### src/rtl/pll_lock_seq.sv
// Sequences the PLL hard macro: reset hold, lock qualification, timeout, lock-loss relock, bypass.
// Latency: every output is registered and follows the state reached at the same clock edge.
// Backpressure: cfg_ready_o is low while a sequence is running; the requester holds cfg_valid_i until ready.
//
// Ports:
//   fref_i, rst_n_i       reference clock (rising edge) and async active-low reset
//   cfg_*_i / cfg_ready_o valid/ready config request: dividers plus bypass request
//   lkdt_i                macro lock detect, asynchronous to fref_i
//   pll_*_o               divider, bypass and reset pins of the macro
//   pll_lock_o, busy_o    clock usable / sequence in progress
//   timeout_o, loss_o     sticky lock failure / sticky lock-loss event
//   cfg_err_o             one-cycle pulse when a config is rejected
module pll_lock_seq #(
  parameter int unsigned             RST_CYC      = 16,
  parameter int unsigned             LOCK_CNT_W   = 20,
  parameter logic [LOCK_CNT_W-1:0]   LOCK_CNT_END = 20'h1FFFF,
  parameter logic [LOCK_CNT_W-1:0]   TIMEOUT_END  = 20'hFFFFF,
  parameter bit                      USE_LKDT     = 1'b1,
  parameter int unsigned             LOSS_CYC     = 4,
  parameter logic [7:0]              DEF_REFDIV   = 8'd1,
  parameter logic [11:0]             DEF_FBDIV    = 12'd32,
  parameter logic [3:0]              DEF_POSTDIV1 = 4'd1,
  parameter logic [1:0]              DEF_POSTDIV2 = 2'd0
) (
  input  logic        fref_i,
  input  logic        rst_n_i,
  input  logic        cfg_valid_i,
  output logic        cfg_ready_o,
  input  logic [7:0]  cfg_refdiv_i,
  input  logic [11:0] cfg_fbdiv_i,
  input  logic [3:0]  cfg_postdiv1_i,
  input  logic [1:0]  cfg_postdiv2_i,
  input  logic        cfg_bp_i,
  input  logic        lkdt_i,
  output logic [7:0]  pll_refdiv_o,
  output logic [11:0] pll_fbdiv_o,
  output logic [3:0]  pll_postdiv1_o,
  output logic [1:0]  pll_postdiv2_o,
  output logic        pll_bp_o,
  output logic        pll_rst_o,
  output logic        pll_lock_o,
  output logic        busy_o,
  output logic        timeout_o,
  output logic        loss_o,
  output logic        cfg_err_o
);

  typedef struct packed {
    logic [7:0]  refdiv;
    logic [11:0] fbdiv;
    logic [3:0]  postdiv1;
    logic [1:0]  postdiv2;
  } pll_cfg_t;

  typedef enum logic [2:0] {
    S_PRST, S_WAIT, S_LOCKED, S_FAIL, S_BYPASS
  } state_t;

  localparam int unsigned RST_W  = $clog2(RST_CYC + 1);
  localparam int unsigned LOSS_W = $clog2(LOSS_CYC + 1);
  localparam logic [RST_W-1:0]  RST_LAST  = RST_W'(RST_CYC - 1);
  localparam logic [LOSS_W-1:0] LOSS_LAST = LOSS_W'(LOSS_CYC - 1);
  localparam pll_cfg_t CFG_DEF = {DEF_REFDIV, DEF_FBDIV, DEF_POSTDIV1, DEF_POSTDIV2};

  state_t                state_q, state_d;
  logic [RST_W-1:0]      rst_cnt_q, rst_cnt_d;
  logic [LOCK_CNT_W-1:0] lock_cnt_q, lock_cnt_d;
  logic [LOCK_CNT_W-1:0] to_cnt_q, to_cnt_d;
  logic [LOSS_W-1:0]     loss_cnt_q, loss_cnt_d;
  pll_cfg_t              cfg_q, cfg_d, cfg_in;
  logic                  timeout_d, loss_d, cfg_err_d;
  logic                  pll_rst_d, pll_bp_d, lock_d, busy_d, ready_d;
  logic                  lkdt_meta, lkdt_sync, lkdt_s;
  logic                  cfg_acc, cfg_bad;

  assign lkdt_s  = USE_LKDT ? lkdt_sync : 1'b1;
  assign cfg_in  = {cfg_refdiv_i, cfg_fbdiv_i, cfg_postdiv1_i, cfg_postdiv2_i};
  assign cfg_acc = cfg_valid_i & cfg_ready_o;
  assign cfg_bad = !cfg_bp_i && (cfg_refdiv_i == 8'd0 || cfg_fbdiv_i == 12'd0);

  assign pll_refdiv_o   = cfg_q.refdiv;
  assign pll_fbdiv_o    = cfg_q.fbdiv;
  assign pll_postdiv1_o = cfg_q.postdiv1;
  assign pll_postdiv2_o = cfg_q.postdiv2;

  always_comb begin
    state_d    = state_q;
    rst_cnt_d  = '0;
    lock_cnt_d = lock_cnt_q;
    to_cnt_d   = to_cnt_q;
    loss_cnt_d = loss_cnt_q;
    cfg_d      = cfg_q;
    timeout_d  = timeout_o;
    loss_d     = loss_o;
    cfg_err_d  = 1'b0;

    case (state_q)
      S_PRST: begin
        lock_cnt_d = '0;
        to_cnt_d   = '0;
        loss_cnt_d = '0;
        if (rst_cnt_q == RST_LAST) state_d = S_WAIT;
        else                       rst_cnt_d = rst_cnt_q + RST_W'(1);
      end
      S_WAIT: begin
        to_cnt_d = (to_cnt_q == '1) ? to_cnt_q : to_cnt_q + LOCK_CNT_W'(1);
        if (!lkdt_s)               lock_cnt_d = '0;
        else if (lock_cnt_q != '1) lock_cnt_d = lock_cnt_q + LOCK_CNT_W'(1);
        // Lock is tested first so a lock on the timeout cycle still wins.
        if (lock_cnt_q == LOCK_CNT_END) begin
          state_d = S_LOCKED;
        end else if (to_cnt_q == TIMEOUT_END) begin
          state_d   = S_FAIL;
          timeout_d = 1'b1;
        end
      end
      S_LOCKED: begin
        if (lkdt_s) begin
          loss_cnt_d = '0;
        end else if (loss_cnt_q == LOSS_LAST) begin
          // Lock lost: re-run the sequence with the config already held.
          state_d    = S_PRST;
          loss_d     = 1'b1;
          loss_cnt_d = '0;
        end else begin
          loss_cnt_d = loss_cnt_q + LOSS_W'(1);
        end
      end
      S_FAIL, S_BYPASS: ;
      default: state_d = S_PRST;
    endcase

    // A handshake is only possible in LOCKED/FAIL/BYPASS and overrides
    // anything the state logic decided above, including lock loss.
    if (cfg_acc) begin
      if (cfg_bad) begin
        state_d    = state_q;
        loss_cnt_d = loss_cnt_q;
        loss_d     = loss_o;
        cfg_err_d  = 1'b1;
      end else if (cfg_bp_i) begin
        state_d   = S_BYPASS;
        cfg_d     = cfg_in;
        timeout_d = 1'b0;
      end else begin
        state_d    = S_PRST;
        cfg_d      = cfg_in;
        rst_cnt_d  = '0;
        loss_cnt_d = '0;
        timeout_d  = 1'b0;
        loss_d     = 1'b0;
      end
    end

    // Outputs are decoded from the next state so they register in step with it.
    pll_rst_d = (state_d == S_PRST) || (state_d == S_FAIL) || (state_d == S_BYPASS);
    pll_bp_d  = (state_d == S_PRST) || (state_d == S_BYPASS);
    lock_d    = (state_d == S_LOCKED) || (state_d == S_BYPASS);
    busy_d    = (state_d == S_PRST) || (state_d == S_WAIT);
    ready_d   = !busy_d;
  end

  always_ff @(posedge fref_i or negedge rst_n_i) begin
    if (!rst_n_i) begin
      state_q     <= S_PRST;
      rst_cnt_q   <= '0;
      lock_cnt_q  <= '0;
      to_cnt_q    <= '0;
      loss_cnt_q  <= '0;
      lkdt_meta   <= 1'b0;
      lkdt_sync   <= 1'b0;
      cfg_q       <= CFG_DEF;
      pll_rst_o   <= 1'b1;
      pll_bp_o    <= 1'b1;
      pll_lock_o  <= 1'b0;
      busy_o      <= 1'b1;
      cfg_ready_o <= 1'b0;
      timeout_o   <= 1'b0;
      loss_o      <= 1'b0;
      cfg_err_o   <= 1'b0;
    end else begin
      state_q     <= state_d;
      rst_cnt_q   <= rst_cnt_d;
      lock_cnt_q  <= lock_cnt_d;
      to_cnt_q    <= to_cnt_d;
      loss_cnt_q  <= loss_cnt_d;
      lkdt_meta   <= lkdt_i;
      lkdt_sync   <= lkdt_meta;
      cfg_q       <= cfg_d;
      pll_rst_o   <= pll_rst_d;
      pll_bp_o    <= pll_bp_d;
      pll_lock_o  <= lock_d;
      busy_o      <= busy_d;
      cfg_ready_o <= ready_d;
      timeout_o   <= timeout_d;
      loss_o      <= loss_d;
      cfg_err_o   <= cfg_err_d;
    end
  end

endmodule

### config.mk
export PLATFORM = sky130hd
export DESIGN_NAME = pll_lock_seq
export DESIGN_NICKNAME = d
export VERILOG_FILES = /design/src/rtl/pll_lock_seq.sv
export SDC_FILE = /design/constraint.sdc
export NUM_CORES = 1
export LEC_CHECK = 0
export ABC_AREA = 1
export BUFFER_PORTS_ARGS = -buffer_cell sky130_fd_sc_hd__buf_2
export CAP_MARGIN = 20
export CORE_MARGIN = 1.5
export CORE_UTILIZATION = 58
export CTS_CLUSTER_SIZE = 10
export DETAILED_ROUTE_END_ITERATION = 6
export GPL_ROUTABILITY_DRIVEN = 0
export GPL_TIMING_DRIVEN = 0
export PLACE_DENSITY = 0.87
export RECOVER_POWER = 50
export SYNTH_ARGS = -nofsm -noshare
export SYNTH_HDL_FRONTEND = slang
export SYNTH_SLANG_ARGS = --single-unit
### constraint.sdc
create_clock -name fref_i -period 1.9 [get_ports fref_i]
set_input_delay 0.095 -clock fref_i [delete_from_list [all_inputs] [get_ports fref_i]]
set_output_delay 0.095 -clock fref_i [all_outputs]
set_load 0.02 [all_outputs]
==> impl_metrics.tcl <==
set metrics [dict create \
    dp_cells 775 \
    p_sw_frac 0.395 \
    synth.avg_cell_area_sq_um 7.65 \
    rows 32 \
    cp.required_ps 2210 \
    cts_max_path_buffers 2 \
    routed_wl_um 12000 \
    syn_inst 608 \
    path_clk_slew_ps 100 \
    vias 4606 \
    numPortBuffers 64 \
    fin_tns_setup_ps 0 \
    syn_area_sq_mm 0.00465 \
    die_h_um 92.5 \
    drive_gt1_frac 0.184 \
    max_freq_mhz 556 \
    dieArea_sq_mm 0.00856 \
    wl_per_cell_um 14.8 \
    start_util 0.602 \
    antenna_found_initial 0 \
    status "finished with violations" \
    startpoint_type "flip-flop" \
    core-area_sq_mm 0.00773 \
    io_pins 65 \
    firstDrtPassIters 7 \
    combPwrFrac 0.328 \
    final-hold-violation-count 2 \
    setup_viol 0 \
    htree_levels 3 \
    p_int_mw 3.46 \
    cts_tree "done" \
    period_minus_slack_ps 1800 \
    cts.sinks 87 \
    synth.distinct_cells 36 \
    fillCellCount 561 \
    syn-num-nets 643 \
    power_frac_seq 0.425 \
    ys_ff_latch 87 \
    cap_violations 0 \
    areaGrowthSynthToFinish_pct 19.6 \
    crit_fanout 4 \
    die_w_um 92.5 \
    highest_layer "met4" \
    cts_root_buffer "clkbuf_8" \
    holdWs_ps -8.57 \
    overflow 0 \
    worst_pin_slew_ps 982 \
    clkPwrFrac 0.248 \
    period_share 0.947 \
    rsz0062_at_grt "true" \
    slew-limit-headroom 0.345 \
    route.met2.wl_um 5810 \
    slew_viol_final 0 \
    nets 738 \
    drt-met1-wl_um 4960 \
    diodes 0 \
    clock_latency_ps 370 \
    power_density_mw_per_mm2 1030 \
    critPathKind "flip-flop to flip-flop" \
    grt_pass1_vias 4452 \
    vias_per_cell 5.69 \
    power_mw 5.72 \
    synth_warnings 0 \
    final_cells 810 \
    cts-buffers-inserted 9 \
    violations "hold timing" \
    hp-class "input pin to flip-flop" \
    grt.total_usage 0.295 \
    route.met3.wl_um 895 \
    cp.arrival_ps 2100 \
    grt_pass1_wl_um 20000 \
    grt_max_degree 50 \
    drt_iter0_drc 416 \
    skew_ps 13.7 \
    cp-end-kind "flip-flop" \
    drc 0 \
    dpl.hpwl_um 8240 \
    switchingPower_mw 2.26 \
    yosysSeqAreaShare 0.470 \
    ir_worst_vdd_v 0.000423 \
    ant_nets 0 \
    power.leakage_nw 2.68 \
]
[per-layer routing]
metal	up-vias	global-route usage
met1	2213	0.372
li1	2148	-
met2	211	0.502
met3	34	0.0419
met5	-	0
met4	0	0.131
[state kept, by name, indices dropped and copies added, names as in the netlist, 2 cells and up]
register	cells
state_q	3
pll_fbdiv_o	12
loss_cnt_q	3
to_cnt_q	20
pll_postdiv2_o	2
pll_refdiv_o	8
pll_postdiv1_o	4
rst_cnt_q	5
lock_cnt_q	20
[cell type report]
type	instances	area, sq um	area share
well taps	102	128	0.0229
plain buffers	18	101	0.0182
repair buffers	84	505	0.0909
flip-flops and latches	87	2190	0.393
inverters	78	293	0.0526
clock buffers	10	138	0.0247
multi-input cells	425	2140	0.384
clock inverters	6	76.3	0.0137
[cells in the mapped netlist]
cell / number / area share
nand2_1: 159 / 0.13
dfrtp_1: 81 / 0.44
inv_1: 74 / 0.060
nand3_1: 65 / 0.070
nor2_1: 56 / 0.045
o21ai_0: 30 / 0.032
nor3_1: 26 / 0.028
nand4_1: 16 / 0.022
xor2_1: 14 / 0.026
a21oi_1: 11 / 0.012
clkbuf_1: 11 / 0.0089
o21ai_1: 10 / 0.011
dfstp_2: 6 / 0.034
buf_2: 5 / 0.0054
nand2_2: 5 / 0.0067
nor2_4: 5 / 0.012
ha_1: 4 / 0.011
inv_2: 4 / 0.0032
nand2_4: 3 / 0.0073
nand3_2: 2 / 0.0043
nor4_1: 2 / 0.0027
o211ai_1: 2 / 0.0032
o21a_1: 2 / 0.0032
o31ai_1: 2 / 0.0032
or2_2: 2 / 0.0027
a21oi_2: 1 / 0.0019
a22oi_1: 1 / 0.0016
and2_1: 1 / 0.0013
buf_4: 1 / 0.0016
buf_6: 1 / 0.0024
nor2_2: 1 / 0.0013
nor3_4: 1 / 0.0035
o21ai_4: 1 / 0.0035
o22ai_1: 1 / 0.0013
o311ai_0: 1 / 0.0019
o32ai_1: 1 / 0.0019
[worst paths after layout]
path | start | end | cells past startpoint | slack, ps
max | lock_cnt_q[0] | pll_rst_o | 12 | 100
min | cfg_refdiv_i[6] | pll_refdiv_o[6] | 3 | -9
max reg2reg | lock_cnt_q[0] | pll_rst_o | 12 | 100
min reg2reg | lkdt_meta | lkdt_s | 0 | 360
max in group asynchronous | rst_n_i | pll_rst_o | 3 | 700
min in group asynchronous | rst_n_i | pll_postdiv1_o[3] | 2 | 410
[power by group through the flow]
stage                     combinational (mW)  clock (mW)  sequential, mW
after floorplan                        0.777           0            2.84
after global placement                  1.76           0            2.43
after detailed placement                1.83           0            2.44
after CTS                               1.86        1.41            2.41
after global routing                    2.06        1.50            2.46
final                                   1.87        1.42            2.43
[cells in the final DEF (no fill, tap or decap), types with 4 or more instances in the layout]
cell           Yosys  final
dfrtp_1           81     80
clkbuf_1          11     18
dlygate4sd3_1      0     12
nand2_1          159    158
dfstp_2            6      6
nor3_1            26     26
inv_2              4      5
nand2_2            5      6
nand3_1           65     63
a21oi_1           11     10
nor2_4             5      5
inv_1             74     73
xor2_1            14     14
nand3_2            2      4
buf_4              1     12
clkbuf_8           0     10
nand4_1           16     16
nor2_1            56     53
o21ai_1           10     13
buf_2              5     52
clkbuf_2           0      6
o21ai_0           30     27
nor2_2             1      4
[metrics by stage]
| stage | hold slack, ps | worst slack [ps] | area, sq um | utilization |
|---|---|---|---|---|
| finish | -8.57 | 102 | 5560 | 0.720 |
| floorplan | -201 | 197 | 4650 | - |
| global placement | 203 | -107 | 5100 | 0.660 |
| detailed placement | 100 | -152 | 5130 | 0.664 |
| global route | 9.16 | -16.1 | 5560 | 0.720 |
| CTS | 0.138 | 29.5 | 5480 | 0.710 |
[critical path, stage by stage (launching register included)]
cell	delay, ps
dfrtp_1	410
ha_4	180
nand2_2	80
nor2_4	180
nand2_4	100
nor2_4	120
nand3_2	110
nand2_1	100
nand2_1	60
a21oi_2	210
inv_2	60
nand2_1	80
nand2_1	50
[cells by family after synthesis]
logic type,share of synthesized area
buffers and inverters,0.0813
flip-flops,0.470
AO/OA/AOI/OAI,0.0767
AND/OR/NAND/NOR,0.335
XOR/XNOR,0.0264
adder cells (fa/ha/maj),0.0108
[repair_timing]
item | in CTS | in global routing
gates cloned | 0 | 0
pin swaps | 1 | 4
hold endpoints to repair | 46 | 0
hold buffers | 12 | 0
gates resized for setup | 3 | 31
buffers inserted | 2 | 5
setup endpoints to repair | 29 | 67
Power figures use the tool's default switching activity.
